[config.mk]
export PLATFORM = sky130hd
export DESIGN_NAME = sysid_read_master
export DESIGN_NICKNAME = d
export VERILOG_FILES = /design/src/rtl/sysid_read_master.sv
export SDC_FILE = /design/constraint.sdc
export NUM_CORES = 1
export LEC_CHECK = 0
export ABC_AREA = 1
export BUFFER_PORTS_ARGS = -buffer_cell sky130_fd_sc_hd__buf_2
export CAP_MARGIN = 20
export CORE_AREA = 2 2 94 96
export DETAILED_ROUTE_END_ITERATION = 7
export DIE_AREA = 0 0 96 98
export GPL_ROUTABILITY_DRIVEN = 0
export PLACE_DENSITY = 0.73
export SETUP_SLACK_MARGIN = 0.15
export SLEW_MARGIN = 25
export SYNTH_ARGS = -nofsm -noshare
export SYNTH_HDL_FRONTEND = slang
export SYNTH_SLANG_ARGS = --single-unit
[constraint.sdc]
create_clock -name clock -period 3.53 [get_ports clock]
set_input_delay 0.1765 -clock clock [delete_from_list [all_inputs] [get_ports clock]]
set_output_delay 0.1765 -clock clock [all_outputs]
set_load 0.05 [all_outputs]
[src/rtl/sysid_read_master.sv]
// -----------------------------------------------------------------------------
// sysid_read_master
//
// Purpose:
//   Reads the two words of an Avalon-MM system ID peripheral and compares them
//   against expected values. Word address 0 holds the system ID and word
//   address 1 holds the build timestamp. One check sequence runs per accepted
//   start pulse. Results are held until the next accepted start.
//
// Optional feature:
//   SYSID_READ_MASTER_RETRY_EN - when defined, a sequence that ends with a
//   mismatch or a timeout is rerun once from the ID read. Busy stays high and
//   done is withheld until the retry finishes, so the outputs report the
//   retry's results. When undefined, every sequence makes exactly one pass.
//
// Parameters:
//   EXPECTED_ID        - system ID expected at word address 0
//   EXPECTED_TIMESTAMP - timestamp expected at word address 1
//   TIMEOUT_CYCLES     - maximum waitrequest stall cycles per read (0 = never)
//
// Ports:
//   clock            in   sole clock, rising edge
//   reset            in   asynchronous active-high reset
//   start            in   one-cycle pulse requesting a check sequence
//   busy             out  high while a sequence is in progress
//   done             out  one-cycle pulse at the end of a sequence
//   id_ok            out  last captured ID matched EXPECTED_ID
//   ts_ok            out  last captured timestamp matched EXPECTED_TIMESTAMP
//   timeout          out  last sequence was aborted by a stall timeout
//   captured_id      out  word read from address 0
//   captured_ts      out  word read from address 1
//   avm_address      out  Avalon-MM word address
//   avm_read         out  Avalon-MM read strobe
//   avm_waitrequest  in   Avalon-MM slave stall
//   avm_readdata     in   Avalon-MM read data
// -----------------------------------------------------------------------------
module sysid_read_master #(
   parameter logic [31:0] EXPECTED_ID        = 32'd0,
   parameter logic [31:0] EXPECTED_TIMESTAMP = 32'd1392009444,
   parameter logic [15:0] TIMEOUT_CYCLES     = 16'd1023
) (
   input  logic        clock,
   input  logic        reset,
   input  logic        start,
   output logic        busy,
   output logic        done,
   output logic        id_ok,
   output logic        ts_ok,
   output logic        timeout,
   output logic [31:0] captured_id,
   output logic [31:0] captured_ts,
   output logic        avm_address,
   output logic        avm_read,
   input  logic        avm_waitrequest,
   input  logic [31:0] avm_readdata
);

   localparam logic [1:0] IDLE   = 2'd0;
   localparam logic [1:0] RD_ID  = 2'd1;
   localparam logic [1:0] RD_TS  = 2'd2;
   localparam logic [1:0] FINISH = 2'd3;

   logic [1:0]  state_q,      state_d;
   logic [15:0] stall_q,      stall_d;
   logic        idOk_q,       idOk_d;
   logic        tsOk_q,       tsOk_d;
   logic        timeout_q,    timeout_d;
   logic [31:0] capturedId_q, capturedId_d;
   logic [31:0] capturedTs_q, capturedTs_d;
`ifdef SYSID_READ_MASTER_RETRY_EN
   logic        retried_q,    retried_d;
`endif

   logic [15:0] stallInc;
   logic        stallExpired;
   logic        retryNow;

   // Stall count after this cycle's stall. It saturates so that a disabled
   // timeout cannot wrap the counter back through small values.
   assign stallInc = (stall_q == 16'hFFFF) ? stall_q : (stall_q + 16'd1);

   // A stall cycle that brings the count up to the limit aborts the read, so
   // a read stalls for at most TIMEOUT_CYCLES cycles before the master gives up.
   assign stallExpired = (TIMEOUT_CYCLES != 16'd0) && avm_waitrequest &&
                         (stallInc == TIMEOUT_CYCLES);

   // Next-state logic. A read completes in any read-state cycle without
   // waitrequest; read data is sampled in that same cycle. The stall counter
   // is cleared whenever a read state is entered.
   always_comb begin
      state_d      = state_q;
      stall_d      = stall_q;
      idOk_d       = idOk_q;
      tsOk_d       = tsOk_q;
      timeout_d    = timeout_q;
      capturedId_d = capturedId_q;
      capturedTs_d = capturedTs_q;
      retryNow     = 1'b0;
`ifdef SYSID_READ_MASTER_RETRY_EN
      retried_d    = retried_q;
`endif

      case (state_q)
         IDLE: begin
            if (start) begin
               state_d   = RD_ID;
               stall_d   = 16'd0;
               idOk_d    = 1'b0;
               tsOk_d    = 1'b0;
               timeout_d = 1'b0;
`ifdef SYSID_READ_MASTER_RETRY_EN
               retried_d = 1'b0;
`endif
            end
         end

         RD_ID: begin
            if (avm_waitrequest) begin
               stall_d = stallInc;
               if (stallExpired) begin
                  timeout_d = 1'b1;
                  state_d   = FINISH;
               end
            end else begin
               capturedId_d = avm_readdata;
               idOk_d       = (avm_readdata == EXPECTED_ID);
               stall_d      = 16'd0;
               state_d      = RD_TS;
            end
         end

         RD_TS: begin
            if (avm_waitrequest) begin
               stall_d = stallInc;
               if (stallExpired) begin
                  timeout_d = 1'b1;
                  state_d   = FINISH;
               end
            end else begin
               capturedTs_d = avm_readdata;
               tsOk_d       = (avm_readdata == EXPECTED_TIMESTAMP);
               state_d      = FINISH;
            end
         end

         FINISH: begin
            state_d = IDLE;
`ifdef SYSID_READ_MASTER_RETRY_EN
            // A failed first pass reruns the whole sequence once. The captured
            // words are kept so an untried read still shows its last value.
            if (!retried_q && (!idOk_q || !tsOk_q || timeout_q)) begin
               retryNow  = 1'b1;
               retried_d = 1'b1;
               state_d   = RD_ID;
               stall_d   = 16'd0;
               idOk_d    = 1'b0;
               tsOk_d    = 1'b0;
               timeout_d = 1'b0;
            end
`endif
         end

         default: begin
            state_d = IDLE;
         end
      endcase
   end

   // State registers. The asynchronous reset returns the FSM to IDLE at once,
   // which also drops avm_read without waiting for a clock edge.
   always_ff @(posedge clock or posedge reset) begin
      if (reset) begin
         state_q      <= IDLE;
         stall_q      <= 16'd0;
         idOk_q       <= 1'b0;
         tsOk_q       <= 1'b0;
         timeout_q    <= 1'b0;
         capturedId_q <= 32'd0;
         capturedTs_q <= 32'd0;
`ifdef SYSID_READ_MASTER_RETRY_EN
         retried_q    <= 1'b0;
`endif
      end else begin
         state_q      <= state_d;
         stall_q      <= stall_d;
         idOk_q       <= idOk_d;
         tsOk_q       <= tsOk_d;
         timeout_q    <= timeout_d;
         capturedId_q <= capturedId_d;
         capturedTs_q <= capturedTs_d;
`ifdef SYSID_READ_MASTER_RETRY_EN
         retried_q    <= retried_d;
`endif
      end
   end

   // Bus strobes are decoded from the state register only, so they are low in
   // IDLE and FINISH and stay stable for as long as the slave stalls.
   assign avm_read    = (state_q == RD_ID) || (state_q == RD_TS);
   assign avm_address = (state_q == RD_TS);

   // The FINISH cycle that launches a retry is still part of the sequence.
   assign busy = (state_q == RD_ID) || (state_q == RD_TS) || retryNow;
   assign done = (state_q == FINISH) && !retryNow;

   assign id_ok       = idOk_q;
   assign ts_ok       = tsOk_q;
   assign timeout     = timeout_q;
   assign captured_id = capturedId_q;
   assign captured_ts = capturedTs_q;

endmodule

==> results.md <==
Power:
- The switching power is around 2.5 mW.
- The internal power is 2.17 mW.
- The power per unit of standard cell area is 964 mW/mm^2.
- The worst ir drop on vdd is 0.640 mV.
- The static leakage is 2.61 nW.
- The combinational cell fraction of total power is 0.519.
- Of the total power, the share spent switching nets is 0.533.
- The share of total power dissipated in sequential elements is 0.328.
- The proportion of power drawn by the clock network is 0.153.

Worst setup path:
- At the worst endpoint, the required time is 3.76 ns.
- The element type at the critical path end is a register.
- The type of the worst setup path is register to register.
- The worst setup path is launched from a register.
- Along the worst path, the maximum fanout reaches 13.
- STA puts the critical path data arrival time at 2.56 ns.

Routing:
- In the final routed layout, each cell accounts on average for 14.2 um.
- The vias per cell is ~5.1.
- Across all layers, the routed design uses 3553 vias.
- In this run the remaining antenna-violating nets after routing total 0.
- For this block, the routed nets add up to 9960 um of wire.
- The number of optimization iterations in the first detailed-route pass is 5.
- The number of DRC violations after detailed-routing iteration 0 is 173.
- In the routed design, unresolved DRC markers number 0.

STA:
- The total negative slack is 0 ns.
- Setup violations remaining at the end of the flow were counted as 0.
- The final critical-path share of the clock period is 0.660.
- The number of max-slew violations in the final report is 0.
- Setup repair after global routing left no endpoint under its margin.
- The hold violation count in the final report was 0.
- The worst hold margin is 0.0921 ns.
- The slew of the pin with the lowest slew margin is a little over 0.9 ns.
- For the final database, setup skew stands at roughly 0.01 ns.
- Based on the critical path, the design can be clocked at up to ~0.43 GHz.
- The time the worst path needs with I/O delays and setup is 2.33 ns.
- The headroom to the max-slew limit is 0.390.

Floorplan:
- The floorplan has 34 rows.
- Pin placement for this block handled 107 I/O pins.
- The floorplan step set the die height to 98 um.
- The core box area is 0.00847 mm^2.
- The starting utilization of the core area is 0.469.
- The floorplan step set the die width to 96 um.
- The floorplan step defined a die boundary enclosing 0.00941 mm^2.

GRT:
- The all-layer global routing usage is 0.226.
- The first-pass GRT wire length is 16600 um.
- The remaining global-route overflow is 0.
- Entering global routing, the biggest net connects 65 pins.
- The initial antenna violation count was 0.
- The number of global-route vias before repair was 3432.

Synthesis:
- Summing every instance area after synthesis gives 0.00397 mm^2.
- By area the synthesized netlist is led by dfrtp_1, nand2_1, o21ai_0.
- The most area-hungry cell type in the Yosys netlist is dfrtp_1.
- The gate count of the mapped netlist is 484.
- The most used standard cell by instance count after synthesis is nand2_1.
- The share of the synthesized area in the top cell type is 0.535.
- Among all flip-flop cells after synthesis, the most frequent one is dfrtp_1.
- The number of synthesis warnings is 0.
- Counting flops with an async set or reset pin after synthesis yields a share of 1.00.
- By count the netlist is led by nand2_1, dfrtp_1, o21ai_0.
- The average size of a mapped cell is between 8 and 9 um^2.
- When the netlist entered floorplanning its net count stood at 525.
- For this run, the register share of the synthesized area comes to 0.535.
- After synthesis the netlist holds a flip-flop and latch count of 85.
- Counting distinct cell types in the post-synthesis netlist gives 28.
- The synthesized design contains 0 enable-type register cells.

Clock network:
- The number of instances resized during post-cts repair is 0.
- The clock tree buffer depth is 2.
- The clock drives 85 sinks.
- The TritonCTS clock tree is built.
- The root cell of the clock tree is clkbuf_8.
- The H-tree level count is 3.
- At the later pin of the worst-skew pair, clock insertion delay measures 0.35 ns.
- The number of buffers inserted during clock tree synthesis is 9.
- After clock tree synthesis, the clock-pin slew on the worst setup and hold paths is 0.09 ns.

Final layout:
- The cell area after layout is around 0.0048 mm^2.
- The number of nets at the end of the flow is between 600 and 700.
- For this run, the share of the core covered by cells in the final layout is 0.570.
- The fraction of final layout cells with drive strength greater than 1 is 0.245.
- The number of antenna diodes in the final layout is 0.
- The synthesis-to-layout area growth is 21.4%.
- The number of standard cells in the layout, taps in and fillers out is approximately 700.

Place:
- Including well taps, the total number of placed cells is 686.
- The total placed instance area is 0.00460 mm^2.
- The number of buffer cells added on primary ports is 106.
- Summed over all nets, the half-perimeter wirelength after detailed placement is 7240 um.

Run:
- The reported max-cap violation count is 0.

Worst hold path:
- In this run the worst hold path is classified as input port to register.

Outcome:
- The run finished with clean final reports.
[final timing paths]
path                                    to       startpoint  cells after the start  slack, ns
setup / recovery                stall_q[7]       state_q[0]                     12       1.20
hold reg to reg                      ts_ok            ts_ok                      2       0.48
hold / removal              captured_ts[1]  avm_readdata[1]                      3       0.09
setup reg to reg                stall_q[7]       state_q[0]                     12       1.20
max in group asynchronous  captured_ts[26]            reset                      4       2.18
min in group asynchronous   captured_id[6]            reset                      3       0.47
[layout by cell type (no fill, tap or decap), types with 2 or more instances in the layout]
cell / count
buf_4: 2
nor4_1: 4
a21oi_1: 4
nand3_1: 20
o22ai_1: 6
nor3_1: 2
inv_2: 2
nand2_4: 3
nand2_2: 4
xor2_1: 4
o21ai_0: 79
clkinvlp_4: 2
nor2_2: 7
dfrtp_1: 85
o21ai_1: 3
inv_4: 2
ha_1: 5
o41ai_1: 2
clkbuf_8: 10
nor2_1: 28
nor2_4: 2
buf_2: 106
inv_1: 60
nand4_1: 8
nand2_1: 135
inv_6: 2
[per-layer routing]
| metal | up-vias | global-route usage | part of all wire |
|---|---|---|---|
| met1 | 1645 | 0.319 | 0.44 |
| met3 | 22 | 0.0648 | 0.071 |
| li1 | 1763 | - | - |
| met4 | 0 | 0.0791 | 0.025 |
| met2 | 123 | 0.334 | 0.47 |
| met5 | - | 0 | 0 |
[final cells by class]
| type | count | area [um^2] |
|---|---|---|
| fillers | 766 | 3640 |
| clock buffers | 10 | 138 |
| clock inverters | 6 | 67.6 |
| well taps | 108 | 135 |
| flip-flops and latches | 85 | 2130 |
| inverters | 65 | 249 |
| repair buffers | 109 | 556 |
| multi-input cells | 320 | 1550 |
[logic make-up after synthesis]
family	Yosys count	share of synthesized area
simple gates	216	0.239
flops	85	0.535
compound gates	94	0.122
buf+inv	79	0.0762
xor+xnor	5	0.0110
fa+ha+maj	5	0.0157
[state kept, by name, indices dropped and copies added, names as in the netlist]
name,count
captured_ts,32
state_q,2
ts_ok,1
id_ok,1
captured_id,32
stall_q,16
timeout,1
[power groups by stage]
stage,combinational (mW),clock (mW),sequential [mW]
2_1_floorplan,0.661,0,2.72
3_3_place_gp,2.39,0,1.53
3_5_place_dp,2.42,0,1.53
4_1_cts,2.43,0.724,1.53
5_1_grt,2.57,0.769,1.58
6_report,2.41,0.711,1.53
[critical path: stages (launching register included)]
cell and delay (ns):
dfrtp_1 0.43, inv_1 0.10, ha_1 0.19, inv_1 0.08, nor2_1 0.17, nor2_1 0.08, inv_1 0.13, nor2_1 0.05
buf_4 0.19, nand3_1 0.23, clkinv_1 0.33, nand2_1 0.14, o21ai_0 0.08
[what timing repair did]
item	CTS	global route
buffers inserted	0	0
hold buffers	0	1
endpoints found under the hold margin	0	14
[per-stage QoR]
| step | power (mW) | setup slack, ns |
|---|---|---|
| CTS | 4.68 | 1.19 |
| finish | 4.65 | 1.20 |
| detailed placement | 3.96 | 1.22 |
| global route | 4.92 | 0.933 |
| floorplan | 3.38 | 1.16 |
| global placement | 3.92 | 1.39 |
Power figures use the tool's default switching activity.
